### src/rtl/fpcvt_pkg.sv
// Shared types and elaboration-time helpers for the sequential fixed-to-float converter.
// Each instance derives its exponent limit and shift-counter width from its own W/MW.
package fpcvt_pkg;

    typedef enum logic [1:0] {
        IDLE  = 2'd0,
        NORM  = 2'd1,
        ROUND = 2'd2,
        DONE  = 2'd3
    } fpcvt_state_e;

    // Largest exponent, which is also the maximum number of normalising shifts.
    function automatic int fpcvt_emax(input int w, input int mw);
        return w - mw - 1;
    endfunction

    function automatic int fpcvt_cntw(input int w, input int mw);
        return $clog2(w - mw);
    endfunction

    function automatic bit fpcvt_params_ok(input int w, input int ew, input int mw);
        return (mw >= 1) && (w >= mw + 2) && (((1 << ew) - 1) >= (w - mw - 1));
    endfunction

endpackage

### src/rtl/fpcvt_round.sv
// Combinational round-to-nearest with significand carry-out and exponent saturation.
// Shared with the pipelined converter variant.
module fpcvt_round #(
    parameter int EW   = 3,
    parameter int MW   = 4,
    parameter int EMAX = 7
) (
    input  logic [MW-1:0] i_fbase,
    input  logic          i_r,
    input  logic [EW-1:0] i_ebase,
    output logic [EW-1:0] o_e,
    output logic [MW-1:0] o_f
);

    localparam logic [EW-1:0] EMAX_E = EW'(EMAX);
    localparam logic [MW-1:0] F_ONES = '1;
    localparam logic [MW-1:0] F_HALF = MW'(1) << (MW - 1);

    // NOTE: every output gets a default before any branch, so no path leaves it unassigned and no latch is inferred.
    always_comb begin
        o_e = i_ebase;
        o_f = i_fbase;
        if (i_r) begin
            if (i_fbase != F_ONES) begin
                o_f = i_fbase + MW'(1);
            end else if (i_ebase < EMAX_E) begin
                // The significand carries out, so renormalise to 1.000 at the next exponent.
                o_f = F_HALF;
                o_e = i_ebase + EW'(1);
            end else begin
                o_f = F_ONES;
                o_e = EMAX_E;
            end
        end
    end

endmodule

### src/rtl/fpcvt_seq.sv
// Sequential W-bit two's-complement to (S, E, F) converter: one normalising shift per cycle,
// with valid/ready handshakes on both the input and the result.
module fpcvt_seq
    import fpcvt_pkg::*;
#(
    parameter int W      = 12,
    parameter int EW     = 3,
    parameter int MW     = 4,
    parameter bit RND_EN = 1'b1
) (
    input  logic          clk,
    input  logic          rst,
    input  logic          in_valid,
    output logic          in_ready,
    input  logic [W-1:0]  D,
    output logic          out_valid,
    input  logic          out_ready,
    output logic          S,
    output logic [EW-1:0] E,
    output logic [MW-1:0] F
);

    localparam int EMAX = fpcvt_emax(W, MW);
    localparam int CNTW = fpcvt_cntw(W, MW);

    localparam logic [CNTW-1:0] CNT_MAX  = CNTW'(EMAX);
    localparam logic [W-1:0]    MOST_NEG = {1'b1, {(W-1){1'b0}}};
    localparam logic [W-1:0]    MAX_POS  = {1'b0, {(W-1){1'b1}}};

    if (!fpcvt_params_ok(W, EW, MW)) begin : g_bad_params
        $error("fpcvt_seq: need W >= MW+2 and 2**EW-1 >= W-MW-1");
    end

    fpcvt_state_e    r_state, w_next;
    logic [W-1:0]    r_mag;
    logic [CNTW-1:0] r_cnt;
    logic            r_sign;
    logic            r_s;
    logic [EW-1:0]   r_e;
    logic [MW-1:0]   r_f;

    logic [W-1:0]    w_mag_in;
    logic            w_norm_done;
    logic [MW-1:0]   w_fbase;
    logic            w_rbit;
    logic [EW-1:0]   w_ebase;
    logic [EW-1:0]   w_e;
    logic [MW-1:0]   w_f;

    // -2^(W-1) has no positive W-bit counterpart, so it is clamped to the largest magnitude.
    assign w_mag_in    = (D == MOST_NEG) ? MAX_POS : (D[W-1] ? -D : D);
    assign w_norm_done = r_mag[W-2] || (r_cnt == CNT_MAX);
    assign w_fbase     = r_mag[W-2 -: MW];
    assign w_rbit      = RND_EN ? r_mag[W-2-MW] : 1'b0;
    assign w_ebase     = EW'(EMAX) - EW'(r_cnt);

    fpcvt_round #(
        .EW   (EW),
        .MW   (MW),
        .EMAX (EMAX)
    ) u_round (
        .i_fbase (w_fbase),
        .i_r     (w_rbit),
        .i_ebase (w_ebase),
        .o_e     (w_e),
        .o_f     (w_f)
    );

    always_comb begin
        w_next = r_state;
        case (r_state)
            IDLE:    if (in_valid)    w_next = NORM;
            NORM:    if (w_norm_done) w_next = ROUND;
            ROUND:                    w_next = DONE;
            DONE:    if (out_ready)   w_next = IDLE;
            default:                  w_next = IDLE;
        endcase
    end

    // NOTE: sequential state uses non-blocking assignments so every register samples pre-edge values.
    always_ff @(posedge clk or posedge rst) begin
        if (rst) begin
            r_state <= IDLE;
        end else begin
            r_state <= w_next;
        end
    end

    always_ff @(posedge clk or posedge rst) begin
        if (rst) begin
            r_mag  <= '0;
            r_cnt  <= '0;
            r_sign <= 1'b0;
            r_s    <= 1'b0;
            r_e    <= '0;
            r_f    <= '0;
        end else begin
            case (r_state)
                IDLE: begin
                    if (in_valid) begin
                        r_sign <= D[W-1];
                        r_mag  <= w_mag_in;
                        r_cnt  <= '0;
                    end
                end
                NORM: begin
                    if (!w_norm_done) begin
                        r_mag <= r_mag << 1;
                        r_cnt <= r_cnt + CNTW'(1);
                    end
                end
                ROUND: begin
                    // Result registers change only here, so they hold through DONE and IDLE.
                    r_s <= r_sign;
                    r_e <= w_e;
                    r_f <= w_f;
                end
                default: ;
            endcase
        end
    end

    assign in_ready  = (r_state == IDLE);
    assign out_valid = (r_state == DONE);
    assign S         = r_s;
    assign E         = r_e;
    assign F         = r_f;

endmodule

### config.mk
export PLATFORM = sky130hd
export DESIGN_NAME = fpcvt_seq
export DESIGN_NICKNAME = d
export VERILOG_FILES = /design/src/rtl/fpcvt_pkg.sv /design/src/rtl/fpcvt_round.sv /design/src/rtl/fpcvt_seq.sv
export SDC_FILE = /design/constraint.sdc
export NUM_CORES = 1
export LEC_CHECK = 0
export CORE_MARGIN = 1
export CORE_UTILIZATION = 30
export DETAILED_ROUTE_END_ITERATION = 10
export GPL_TIMING_DRIVEN = 1
export PLACE_DENSITY = 0.48
export SLEW_MARGIN = 5
export SYNTH_ARGS = -nofsm -noshare
export SYNTH_HDL_FRONTEND = slang
export SYNTH_SLANG_ARGS = --single-unit
### constraint.sdc
create_clock -name clk -period 3.55 [get_ports clk]
set_input_delay 0.355 -clock clk [delete_from_list [all_inputs] [get_ports clk]]
set_output_delay 0.355 -clock clk [all_outputs]
set_load 0.03 [all_outputs]
==> out/results.ini, run 1 <==
[run_status]
status = finished with violations
violations = DRC

[synth]
synth-compound-area-share_pct = 23.0
ys.warnings.count = 0
ys_seq_elements = 25
synth_simple_gate_area_share_pct = 17.4
syn_nets = 214
yosysSeqAreaShare_pct = 36.8
synth_xor_area_share_pct = 2.06
synth_mux_area_share_pct = 7.51
synthCells = 189
synth_fa_ha_area_share_pct = 6.62
synth_cell_type_count = 45
syn_area_um2 = 1700
synth_top_family_by_area = compound AO/OA/AOI/OAI gates
avgSynthCellArea_um2 = 9.00

[power]
p_leak_uw = 0.000844
p_per_area_nw_per_um2 = 808
peakVddDrop_mv = 0.254

[clock_tree]
path_clk_slew_ns = 0.10
cts_tree = yes
cts_buffers = 3
postCtsSetupBuffers = 0
cts.htree.levels = 1
post_cts_resized = 0
cts_root_buf = clkbuf_8
hold_buffers = 0
cts.sink_count = 25
clockBufferDepth = 2
clkLatencyLatePin_ns = 0.28

[global_routing]
globalRouteOverflowTotal = 0
antenna_found_initial = 0
grt_pass1_vias = 1393
grt_pass1_wl_mm = 6.40
track_usage_pct = 13.5
grt_max_degree = 26

[setup_path]
crit_arrival_ns = 2.54
crit_buf_inv = 1
path_class = flip-flop to flip-flop
worstSetupStartpointType = flip-flop
max_stage_delay_ns = 0.65
regToRegSetupSlack_ns = 1.22
cp_top_family = adder cells
end_kind = flip-flop
r2r-end = r_mag[7]
crit_slowest_cell = ha_1
critPathMaxFanout = 22
path_cells = inv_1 -> ha_1 -> mux2_2 -> nand2_1 -> o32a_1 -> o211ai_1
cp.required_ns = 3.76
r2r-start = r_state[1]
ff2ff_path_depth = 6

[timing]
max_freq_ghz = 0.429
setup_tns_ns = 0
period_share_pct = 65.7
hold_viol = 0
layout_setup_ws_ns = 1.22
tightest_slew_ns = 0.996
slew_viol_final = 0
setup_viol = 0
skew_ns = 0.00646
slew_headroom_pct = 33.5
grt_setup_unrepaired = false
layout_min_cycle_time_ns = 2.33

[routing]
dr.pass1.iters = 7
num_vias = 1411
drt-total-wl_mm = 3.71
via_per_inst = 5.00
drc_errors = 2
postRouteAntennaNets = 0
initialDrtViolationCount = 52
wire_per_inst_um = 13.1

[cells_and_area]
layout-drive-gt1-share_pct = 10.0
fillers = 578
nets = 236
fin_area_um2 = 2060
mostFrequentLayoutCells = 25 x dfrtp_1, 25 x clkdlybuf4s50_1, 20 x inv_1
syn_to_final_growth_pct = 21.0
n_antenna_cell = 0

[hold_path]
hold_class = flip-flop to flip-flop
hold-path-cell-count = 1
hold_start = r_mag[4]
min_to = r_mag[4]

[place]
dp_hpwl_mm = 2.69
place_area_um2 = 2010
place_ws_ns = 1.20
gp_congestion = 0.782
portBuffers = 25

[floorplan]
io-pin-count = 26
dieArea_um2 = 5970
die_h_um = 77.3
initial_utilization_pct = 31.1
rows = 27
fp.dieW_um = 77.3
core_area_um2 = 5470

[job]
cap_violations = 0

==> through the flow <==
stage / total power [µW] / instances / util [%] / hold slack, ns
5_1_grt: 1820 / 282 / 37.6 / 0.537
3_5_place_dp: 1500 / 278 / 36.7 / 0.493
3_3_place_gp: 1500 / 278 / 36.7 / 0.482
2_1_floorplan: 1220 / 189 / - / 0.382
6_report: 1660 / 282 / 37.6 / 0.504
4_1_cts: 1680 / 282 / 37.6 / 0.516
==> per-layer routing <==
metal / track usage [%] / wire length (µm) / vias to the layer above
li1: - / - / 731
met1: 17.9 / 1930 / 645
met2: 21.6 / 1650 / 32
met3: 1.55 / 92 / 3
met4: 6.60 / 35 / 0
met5: 0 / 0 / -
==> worst max-delay path by stage <==
stage	from	endpoint	slack, ns	depth (start not counted)
after floorplan	r_state[0]	r_mag[4]	1.63	7
after global placement	r_state[1]	r_mag[7]	1.17	6
after detailed placement	r_state[1]	r_mag[7]	1.20	6
after CTS	r_state[1]	r_mag[7]	1.18	6
after global routing	r_state[1]	r_mag[7]	0.97	6
final	r_state[1]	r_mag[7]	1.22	6
==> layout make-up <==
class | count | area [µm²] | area share [%]
clock buffer | 3 | 41.3 | 2.01
tap | 72 | 90.1 | 4.38
timing repair buffer | 26 | 258 | 12.5
sequential | 25 | 626 | 30.4
clock inverter | 1 | 7.51 | 0.365
inverter | 20 | 75.1 | 3.65
multi-input combinational | 135 | 961 | 46.7
==> logic make-up (layout without fill, tap and decap cells) <==
logic type | Yosys count | in the layout
adders and majority gates | 9 | 9
DFF | 25 | 25
and+or+nand+nor | 54 | 54
buffers and inverters | 29 | 50
xor gates and xnor gates | 4 | 4
muxes | 12 | 12
AOI/OAI and AO/OA | 56 | 56
==> flip-flops by register name, indices dropped and copies added, names as in the netlist <==
signal / flops
r_state: 2
r_cnt: 3
S: 1
r_sign: 1
r_mag: 11
F: 4
E: 3
==> synthesized netlist by cell type, drive strengths merged <==
cell type | instances | area (µm²)
inv | 20 | 75.1
a21oi | 10 | 50.1
o211ai | 4 | 30.0
or4 | 3 | 30.0
a222oi | 1 | 10.0
mux2i | 6 | 60.1
nand2 | 11 | 41.3
nand4 | 3 | 18.8
nand3 | 6 | 30.0
or3b | 1 | 11.3
nor2 | 12 | 45.0
o21ai | 20 | 100
dfrtp | 25 | 626
o311ai | 4 | 42.6
o21bai | 2 | 15.0
mux2 | 6 | 67.6
o21a | 1 | 7.51
nor4 | 4 | 31.3
a22o | 1 | 8.76
xnor2 | 2 | 17.5
and3 | 1 | 7.51
ha | 9 | 113
nor2b | 3 | 18.8
or3 | 2 | 12.5
a221o | 3 | 30.0
nor3b | 1 | 7.51
clkbuf | 4 | 15.0
xor2 | 2 | 17.5
a41oi | 2 | 25.0
a31oi | 4 | 25.0
buf | 5 | 23.8
o31ai | 2 | 20.0
nand2b | 4 | 25.0
o32a | 1 | 10.0
o41ai | 1 | 16.3
nor3 | 2 | 10.0
or2 | 1 | 6.26
==> where the power goes <==
group          switching [µW]  internal [µW]  total, µW
logic                     538            405        943
registers                 114            424        538
clock network             101           79.9        181
Power figures use the tool's default switching activity.
==> inputs of run 2 (changes only) <==
==> constraint.sdc (replaced) <==
create_clock -name clk -period 2.3 [get_ports clk]
set_input_delay 0.23 -clock clk [delete_from_list [all_inputs] [get_ports clk]]
set_output_delay 0.23 -clock clk [all_outputs]
set_load 0.03 [all_outputs]
==> out/results.ini, run 2 (synthesis gave the netlist of run 1 again) <==
[cells_and_area]
finalNonFillerCells = 293  ; +3.9%
layout-drive-gt1-share_pct = 14.5  ; +4.5 points
syn_to_final_growth_pct = 25.8
n_antenna_cell = 0  ; unchanged
largest_reg_flops = 11  ; unchanged
mostFrequentLayoutCells = 25 x dfrtp_1, 25 x clkdlybuf4s50_1, 20 x inv_1
nets = 247  ; +4.7%
fin_area_um2 = 2140  ; +3.9%
top_register = r_mag

[clock_tree]
cts.htree.levels = 1  ; unchanged
path_clk_slew_ns = 0.09  ; about the same
hold_buffers = 0  ; unchanged
postCtsSetupBuffers = 0  ; unchanged
cts_root_buf = clkbuf_8
clkLatencyLatePin_ns = 0.27  ; about the same
clockBufferDepth = 2  ; unchanged
post_cts_resized = 0  ; unchanged
cts_tree = yes
cts.sink_count = 25  ; unchanged
cts_buffers = 3  ; unchanged

[timing]
grt_setup_unrepaired = false
max_freq_ghz = 0.499
slew_viol_final = 0  ; unchanged
period_share_pct = 87.2
skew_ns = 0.00272  ; -0.00374 ns
layout_min_cycle_time_ns = 2.01
slew_headroom_pct = 68.1  ; +35 points
setup_tns_ns = 0  ; unchanged
setup_viol = 0  ; unchanged
tightest_slew_ns = 0.479  ; -0.517 ns
hold_viol = 0  ; unchanged

[floorplan]
die_h_um = 77.3  ; unchanged
fp.dieW_um = 77.3  ; unchanged
dieArea_um2 = 5970  ; unchanged
core_area_um2 = 5470  ; unchanged
rows = 27  ; unchanged
initial_utilization_pct = 31.1  ; unchanged
io-pin-count = 26  ; unchanged

[place]
dp.cells = 289  ; +4.0%
gp_congestion = 0.822  ; +5.1%
dp_hpwl_mm = 2.89  ; +7.5%
place_area_um2 = 2090  ; +4.1%
portBuffers = 25  ; unchanged

[global_routing]
grt_pass1_vias = 1400  ; +0.50%
antenna_found_initial = 0  ; unchanged
globalRouteOverflowTotal = 0  ; unchanged
grt_pass1_wl_mm = 6.48  ; +1.2%
grt_max_degree = 26  ; unchanged
track_usage_pct = 13.4  ; -0.13 points

[setup_path]
end_kind = output pin
max_stage_delay_ns = 0.66  ; about the same
path_cells = inv_1 -> ha_1 -> buf_4 -> clkdlybuf4s50_1
path_class = flip-flop to output pin
worstSetupStartpointType = flip-flop
cp_top_family = buffers and inverters
critPathMaxFanout = 5  ; -77%
crit_buf_inv = 3  ; +2
cp.required_ns = 2.07  ; -1.69 ns
crit_slowest_cell = clkdlybuf4s50_1
crit_arrival_ns = 1.78  ; -0.76 ns

[routing]
dr.pass1.iters = 4  ; -3
via_per_inst = 4.90  ; -2.0%
initialDrtViolationCount = 43  ; -17%
drt-total-wl_mm = 3.73  ; +0.57%
postRouteAntennaNets = 0  ; unchanged
drc_errors = 0  ; -2
wire_per_inst_um = 12.7  ; -3.2%
num_vias = 1437  ; +1.8%

[power]
p_per_area_nw_per_um2 = 1230  ; +52%
peakVddDrop_mv = 0.437  ; +72%
p_leak_uw = 0.000901  ; +6.9%
power.total_uw = 2630  ; +58%

[run_status]
status = completed

[job]
cap_violations = 0  ; unchanged

[hold_path]
hold_class = input port to async pin

==> run 2: worst min-delay path, delay by kind of cell <==
family	cells	cell delay (ns)
buffers and inverters	3	0.75
==> run 2: routing by layer <==
layer / track usage [%] / part of all wire, %
met1: 17.6 / 52
met2: 22.6 / 45
met3: 1.43 / 2.4
met4: 4.34 / 0.80
met5: 0 / 0
==> run 2: area by class of cell <==
| type | count | area (µm²) |
|---|---|---|
| fillers | 584 | 3330 |
| clock inverters | 1 | 5.00 |
| well taps | 72 | 90.1 |
| inverters | 20 | 75.1 |
| repair buffers | 37 | 340 |
| multi-input cells | 135 | 961 |
| flip-flops and latches | 25 | 626 |
| clock buffers | 3 | 41.3 |
==> run 2: path summary, 6_finish.rpt <==
check,startpoint,depth (start not counted),endpoint,slack (ns)
min in group clk,r_mag[4],1,r_mag[4],0.50
worst max register to register,r_cnt[1],6,r_mag[9],0.34
max in group asynchronous,rst,3,r_mag[7],1.74
worst min register to register,r_mag[4],1,r_mag[4],0.50
worst min-delay path,rst,3,E[0],0.31
worst max-delay path,r_state[0],4,in_ready,0.29
==> run 2: stage by stage <==
step                      setup WS [ns]  util (%)  hold slack, ns
after global placement            0.217      38.2           0.486
after CTS                         0.282      39.1           0.323
after detailed placement          0.174      38.2           0.489
final                             0.294      39.1           0.312
after floorplan                   0.377         -           0.257
after global routing              0.186      39.1           0.342
==> run 2: report_power, final <==
group          total, µW  leakage [µW]  internal [µW]  switching (µW)
Clock                263     0.0000255            121             141
Sequential           827      0.000293            655             172
Combinational       1540      0.000583            692             852
